--- config.mk ---
export PLATFORM = sky130hd
export DESIGN_NAME = instr_encoder
export DESIGN_NICKNAME = d
export VERILOG_FILES = /design/src/rtl/rv_isa_pkg.sv /design/src/rtl/instr_pack.sv /design/src/rtl/instr_encoder.sv
export SDC_FILE = /design/constraint.sdc
export NUM_CORES = 1
export LEC_CHECK = 0
export ABC_AREA = 1
export CORE_MARGIN = 3
export CORE_UTILIZATION = 43
export DETAILED_ROUTE_END_ITERATION = 8
export GPL_ROUTABILITY_DRIVEN = 0
export GPL_TIMING_DRIVEN = 0
export PLACE_DENSITY = 0.78
export SLEW_MARGIN = 20
export SYNTH_ARGS = -nofsm -noshare
export SYNTH_HDL_FRONTEND = slang
export SYNTH_SLANG_ARGS = --single-unit
--- constraint.sdc ---
create_clock -name clk -period 1.95 [get_ports clk]
set_input_delay 0.2925 -clock clk [delete_from_list [all_inputs] [get_ports clk]]
set_output_delay 0.2925 -clock clk [all_outputs]
set_load 0.01 [all_outputs]
--- src/rtl/rv_isa_pkg.sv ---
// Shared RV32I opcode values, ALU_operation codes and instruction formats.
package rv_isa_pkg;

    localparam logic [6:0] OPC_LOAD   = 7'b0000011;
    localparam logic [6:0] OPC_OP_IMM = 7'b0010011;
    localparam logic [6:0] OPC_AUIPC  = 7'b0010111;
    localparam logic [6:0] OPC_STORE  = 7'b0100011;
    localparam logic [6:0] OPC_OP     = 7'b0110011;
    localparam logic [6:0] OPC_LUI    = 7'b0110111;
    localparam logic [6:0] OPC_BRANCH = 7'b1100011;
    localparam logic [6:0] OPC_JAL    = 7'b1101111;

    localparam logic [6:0] F7_ALT     = 7'b0100000;

    typedef enum logic [4:0] {
        OP_LW    = 5'd0,
        OP_ADDI  = 5'd1,  OP_SLLI = 5'd2,  OP_SLTI = 5'd3,  OP_SLTIU = 5'd4,
        OP_XORI  = 5'd5,  OP_SRLI = 5'd6,  OP_SRAI = 5'd7,  OP_ORI   = 5'd8,
        OP_ANDI  = 5'd9,
        OP_AUIPC = 5'd10,
        OP_SB    = 5'd11, OP_SH   = 5'd12, OP_SW   = 5'd13,
        OP_ADD   = 5'd14, OP_SUB  = 5'd15, OP_SLL  = 5'd16, OP_SLT   = 5'd17,
        OP_SLTU  = 5'd18, OP_XOR  = 5'd19, OP_SRL  = 5'd20, OP_SRA   = 5'd21,
        OP_OR    = 5'd22, OP_AND  = 5'd23,
        OP_LUI   = 5'd24,
        OP_BEQ   = 5'd25, OP_BNE  = 5'd26, OP_BLT  = 5'd27, OP_BGE   = 5'd28,
        OP_BLTU  = 5'd29, OP_BGEU = 5'd30,
        OP_JAL   = 5'd31
    } alu_op_e;

    typedef enum logic [2:0] {
        FMT_R, FMT_I, FMT_SH, FMT_S, FMT_B, FMT_U, FMT_J
    } fmt_e;

endpackage

--- src/rtl/instr_pack.sv ---
// Combinational encoder: ALU_operation code plus fields -> RV32I word and immediate-range flag.
module instr_pack
    import rv_isa_pkg::*;
(
    input  logic [4:0]  op,
    input  logic [4:0]  rd,
    input  logic [4:0]  rs1,
    input  logic [4:0]  rs2,
    input  logic [31:0] imm,
    output logic [31:0] instr,
    output logic        imm_ok
);

    logic [6:0] opc;
    logic [2:0] f3;
    logic [6:0] f7;
    fmt_e       fmt;

    always_comb begin
        opc = OPC_OP;
        f3  = 3'b000;
        f7  = 7'b0000000;
        fmt = FMT_R;
        case (alu_op_e'(op))
            OP_LW:    begin opc = OPC_LOAD;   f3 = 3'b010; fmt = FMT_I;  end
            OP_ADDI:  begin opc = OPC_OP_IMM; f3 = 3'b000; fmt = FMT_I;  end
            OP_SLLI:  begin opc = OPC_OP_IMM; f3 = 3'b001; fmt = FMT_SH; end
            OP_SLTI:  begin opc = OPC_OP_IMM; f3 = 3'b010; fmt = FMT_I;  end
            OP_SLTIU: begin opc = OPC_OP_IMM; f3 = 3'b011; fmt = FMT_I;  end
            OP_XORI:  begin opc = OPC_OP_IMM; f3 = 3'b100; fmt = FMT_I;  end
            OP_SRLI:  begin opc = OPC_OP_IMM; f3 = 3'b101; fmt = FMT_SH; end
            OP_SRAI:  begin opc = OPC_OP_IMM; f3 = 3'b101; f7 = F7_ALT; fmt = FMT_SH; end
            OP_ORI:   begin opc = OPC_OP_IMM; f3 = 3'b110; fmt = FMT_I;  end
            OP_ANDI:  begin opc = OPC_OP_IMM; f3 = 3'b111; fmt = FMT_I;  end
            OP_AUIPC: begin opc = OPC_AUIPC;  fmt = FMT_U; end
            OP_SB:    begin opc = OPC_STORE;  f3 = 3'b000; fmt = FMT_S;  end
            OP_SH:    begin opc = OPC_STORE;  f3 = 3'b001; fmt = FMT_S;  end
            OP_SW:    begin opc = OPC_STORE;  f3 = 3'b010; fmt = FMT_S;  end
            OP_ADD:   f3 = 3'b000;
            OP_SUB:   begin f3 = 3'b000; f7 = F7_ALT; end
            OP_SLL:   f3 = 3'b001;
            OP_SLT:   f3 = 3'b010;
            OP_SLTU:  f3 = 3'b011;
            OP_XOR:   f3 = 3'b100;
            OP_SRL:   f3 = 3'b101;
            OP_SRA:   begin f3 = 3'b101; f7 = F7_ALT; end
            OP_OR:    f3 = 3'b110;
            OP_AND:   f3 = 3'b111;
            OP_LUI:   begin opc = OPC_LUI;    fmt = FMT_U; end
            OP_BEQ:   begin opc = OPC_BRANCH; f3 = 3'b000; fmt = FMT_B; end
            OP_BNE:   begin opc = OPC_BRANCH; f3 = 3'b001; fmt = FMT_B; end
            OP_BLT:   begin opc = OPC_BRANCH; f3 = 3'b100; fmt = FMT_B; end
            OP_BGE:   begin opc = OPC_BRANCH; f3 = 3'b101; fmt = FMT_B; end
            OP_BLTU:  begin opc = OPC_BRANCH; f3 = 3'b110; fmt = FMT_B; end
            OP_BGEU:  begin opc = OPC_BRANCH; f3 = 3'b111; fmt = FMT_B; end
            OP_JAL:   begin opc = OPC_JAL;    fmt = FMT_J; end
            default:  fmt = FMT_R;
        endcase
    end

    // Signed range checks reduce to "all bits above the field equal the field's sign bit".
    always_comb begin
        instr  = 32'h0;
        imm_ok = 1'b0;
        case (fmt)
            FMT_R: begin
                instr  = {f7, rs2, rs1, f3, rd, opc};
                imm_ok = 1'b1;
            end
            FMT_I: begin
                instr  = {imm[11:0], rs1, f3, rd, opc};
                imm_ok = (&imm[31:11]) || (~|imm[31:11]);
            end
            FMT_SH: begin
                instr  = {f7, imm[4:0], rs1, f3, rd, opc};
                imm_ok = ~|imm[31:5];
            end
            FMT_S: begin
                instr  = {imm[11:5], rs2, rs1, f3, imm[4:0], opc};
                imm_ok = (&imm[31:11]) || (~|imm[31:11]);
            end
            FMT_B: begin
                instr  = {imm[12], imm[10:5], rs2, rs1, f3, imm[4:1], imm[11], opc};
                imm_ok = ((&imm[31:12]) || (~|imm[31:12])) && !imm[0];
            end
            FMT_U: begin
                instr  = {imm[19:0], rd, opc};
                imm_ok = ~|imm[31:20];
            end
            FMT_J: begin
                instr  = {imm[20], imm[10:1], imm[11], imm[19:12], rd, opc};
                imm_ok = ((&imm[31:20]) || (~|imm[31:20])) && !imm[0];
            end
            default: begin
                instr  = 32'h0;
                imm_ok = 1'b0;
            end
        endcase
    end

endmodule

--- src/rtl/instr_encoder.sv ---
// Encodes ALU_operation requests into RV32I words for instruction memory; 1-cycle latency,
// single output register, input stalled (in_ready=0) while a word waits on out_ready or load_en is high.
module instr_encoder
    import rv_isa_pkg::*;
#(
    parameter int ADDR_W = 8,
    parameter int CNT_W  = 16
) (
    input  logic              clk,
    input  logic              rst,
    input  logic              load_en,
    input  logic [ADDR_W-1:0] load_addr,
    input  logic              in_valid,
    output logic              in_ready,
    input  logic [4:0]        in_op,
    input  logic [4:0]        in_rd,
    input  logic [4:0]        in_rs1,
    input  logic [4:0]        in_rs2,
    input  logic [31:0]       in_imm,
    output logic              out_valid,
    input  logic              out_ready,
    output logic [31:0]       out_instr,
    output logic [ADDR_W-1:0] out_addr,
    output logic              err_pulse,
    output logic              err_sticky,
    output logic [CNT_W-1:0]  emit_cnt
);

    logic [31:0]       pack_instr;
    logic              pack_ok;
    logic [ADDR_W-1:0] addr_cnt;
    logic              accept;
    logic              handoff;

    instr_pack u_pack (
        .op     (in_op),
        .rd     (in_rd),
        .rs1    (in_rs1),
        .rs2    (in_rs2),
        .imm    (in_imm),
        .instr  (pack_instr),
        .imm_ok (pack_ok)
    );

    assign in_ready = !load_en && (!out_valid || out_ready);
    assign accept   = in_valid && in_ready;
    assign handoff  = out_valid && out_ready;

    always_ff @(posedge clk) begin
        if (rst) begin
            out_valid  <= 1'b0;
            out_instr  <= 32'h0;
            out_addr   <= '0;
            addr_cnt   <= '0;
            err_pulse  <= 1'b0;
            err_sticky <= 1'b0;
            emit_cnt   <= '0;
        end else begin
            err_pulse <= accept && !pack_ok;
            if (accept && !pack_ok) begin
                err_sticky <= 1'b1;
            end
            if (handoff && (emit_cnt != '1)) begin
                emit_cnt <= emit_cnt + 1'b1;
            end
            // load_en and accept are mutually exclusive, so the counter has one writer per cycle.
            if (load_en) begin
                addr_cnt <= load_addr;
            end
            if (accept && pack_ok) begin
                out_valid <= 1'b1;
                out_instr <= pack_instr;
                out_addr  <= addr_cnt;
                addr_cnt  <= addr_cnt + 1'b1;
            end else if (handoff) begin
                out_valid <= 1'b0;
            end
        end
    end

endmodule

==> results_dict.tcl <==
set metrics [dict create \
    ys_types 38 \
    crit_arrival_ps 2080 \
    endpoint_kind "flop" \
    die_w_um 102 \
    yosys-top-cells-area "dfxtp_1 33%, nand2_1 22%, nand3_1 7.3%, a21oi_1 6.9%, nor2_1 6.9%" \
    cts_sinks 66 \
    slew_headroom_pct 64.1 \
    ant_nets 0 \
    setup_viol 0 \
    port_buffers 123 \
    r2r_slack_ps 160 \
    drc 0 \
    start_util_pct 44.8 \
    ys_seq_area_share_pct 33.3 \
    grt_usage_pct 25.0 \
    slew_violations 0 \
    hold-path-endpoint "out_instr[6]" \
    coreArea_um2 8850 \
    netlist_area_um2 3970 \
    first_pass_iters 5 \
    vias 5037 \
    vias_per_cell 5.54 \
    fin_setup_tns_ps 0 \
    wl_per_cell_um 14.7 \
    fin_crit_sh_pct 94.4 \
    worstSetupStartpointType "input pin" \
    drive_gt1_share_pct 12.1 \
    synthesis.nets 717 \
    hpwlAfterDp_um 10000 \
    num_io_pins 125 \
    final_common_cell "nand2_1" \
    synth-seq-cells 66 \
    fp.dieH_um 102 \
    tightest_slew_ps 538 \
    yosys_warnings 0 \
    grt_pass1_vias 4599 \
    report.final.hold_viol_count 0 \
    powerDensity_nw_per_um2 613 \
    r2r_end "emit_cnt[15]" \
    holdPathStages 5 \
    cp.required_ps 2190 \
    insertion_delay_ps 340 \
    mostFrequentLayoutCells "224 x nand2_1, 96 x clkdlybuf4s50_1, 65 x nor2_1" \
    drtIter0Drc 301 \
    htree_num_levels 3 \
    yosys.area.top_type_share_pct 33.3 \
    status "complete, no violations" \
    grt_overflow_total 0 \
    peakVddDrop_v 0.000411 \
    syn2layout_area_growth_pct 45.8 \
    grt_max_degree 13 \
    nets 864 \
    avgSynthCellArea_um2 6.10 \
    path_class "in2reg" \
    grt_antenna_before_repair 0 \
    maxCapViolations 0 \
    totalWireLength_um 13300 \
    grt_pass1_wl_um 21100 \
    min_period_ps 1840 \
    hold_path.class "in2reg" \
    rows 34 \
    syn_inst 650 \
    antenna_cells 0 \
    hp-start "in_op[4]" \
    n_fill_cell 800 \
    synth_top_area_cell "dfxtp_1" \
    cts.clk_slew.worst_paths_ps 80 \
    cts_tree "built" \
    path_max_fanout 10 \
    cts_root_buf "clkbuf_8" \
    reg2reg_depth 10 \
    max_freq_ghz 0.544 \
    power_leakage_nw 2.46 \
    cts_hold_buf 0 \
    clock_path_buffers 2 \
    fin_skew_ps 9.94 \
    cts_buffers 9 \
    holdWs_ps 462 \
    die_area_um2 10400 \
    reg2reg_from "emit_cnt[4]" \
]
[report_power, final]
part           switching, mW  internal [mW]  total, mW
registers             0.0417           1.40       1.44
logic                  0.437          0.349      0.786
clock network          0.557          0.757       1.31
[area by class of cell]
class                   count  area, um^2  share of cell area [%]
inverters                  56         215                    3.72
plain buffers              20         116                    2.01
well taps                 108         135                    2.34
flip-flops and latches     66        1320                    22.9
multi-input cells         507        2450                    42.4
clock buffers              10         138                    2.38
clock inverters             6        88.8                    1.54
repair buffers            137        1310                    22.7
[routing by layer]
layer  global-route usage, %  routed length (um)  share of wire [%]  vias to the layer above
met5                       0                   0                  0                        -
met1                    31.0                5400                 41                     2318
met2                    42.9                6400                 48                      276
li1                        -                   -                  -                     2402
met3                    5.80                1180                8.8                       41
met4                    7.77                 349                2.6                        0
[how the worst max path moves through the flow]
stage                      from  slack (ps)             to  cells after the start
floorplan              in_op[1]          60  out_instr[17]                     14
detailed placement     in_op[1]        -980  out_instr[17]                     15
global route        emit_cnt[0]          -8   emit_cnt[15]                     12
global placement       in_op[4]        -960  out_instr[17]                     15
CTS                    in_op[2]         0.2  out_instr[17]                     14
finish                 in_op[0]         110    out_addr[4]                     15
[through the flow]
stage               power (mW)  setup WS, ps  util (%)  cells  cell area [um^2]
floorplan                 1.85          57.5         -    650              3970
global placement          2.19          -958      60.3    881              5330
detailed placement        2.20          -982      60.3    881              5330
CTS                       3.52         0.177      63.9    905              5650
global route              3.69         -7.69      65.3    910              5780
finish                    3.54           110      65.3    910              5780
[worst max-delay path, stage by stage]
cell and delay [ps]:
clkbuf_4 170, inv_2 80, nor2_4 50, buf_4 130, nand3_1 120, nand2_2 80, nor2_4 140, nand2_1 80
nor2_2 160, nand3_2 130, nand3_4 110, nand2_4 90, buf_2 200, o21ai_0 180, nor2_1 60
[what timing repair did]
action,in CTS,in global routing
gates cloned,1,0
setup endpoints to repair,48,56
setup buffers,7,6
resized for setup,41,46
pin swaps,7,8
[registers in the layout, summed over array words and instances, names as in the netlist]
register / count
err_pulse: 1
out_addr: 8
out_instr: 31
emit_cnt: 16
err_sticky: 1
out_valid: 1
addr_cnt: 8
[logic make-up (layout without fill, tap and decap cells)]
kind of cell	after synthesis	count (layout)	share of synthesized area, %
AND/OR/NAND/NOR	399	399	42.3
AO/OA/AOI/OAI	98	98	13.7
buffers and inverters	77	229	8.24
flip-flops	66	66	33.3
XOR/XNOR	7	7	1.55
adder cells (fa/ha/maj)	2	2	0.631
multiplexers	1	1	0.252
[cells in the mapped netlist]
library cell and count:
nand2_1 229, and3_1 1, nor2_2 10, nand3b_1 1, clkbuf_1 10, nor2_1 73
o41ai_1 1, nor3_1 9, o21ai_1 1, nand3_1 58, a21oi_1 55, nand4_1 7
o21a_1 1, mux2i_1 1, inv_2 10, nand3_2 2, nor4_1 2, clkinv_1 1
a22oi_1 6, inv_1 45, buf_2 6, dfxtp_1 66, xor2_1 4, xnor2_1 3
buf_6 3, o211ai_1 6, o2111ai_1 2, nand2_4 1, nor2_4 1, o21ai_0 21
or2_2 2, a211oi_1 2, a31oi_1 2, nor3b_1 2, o22ai_1 1, buf_4 2
ha_1 2, nand2_2 1
(Power assumes the default switching activity.)
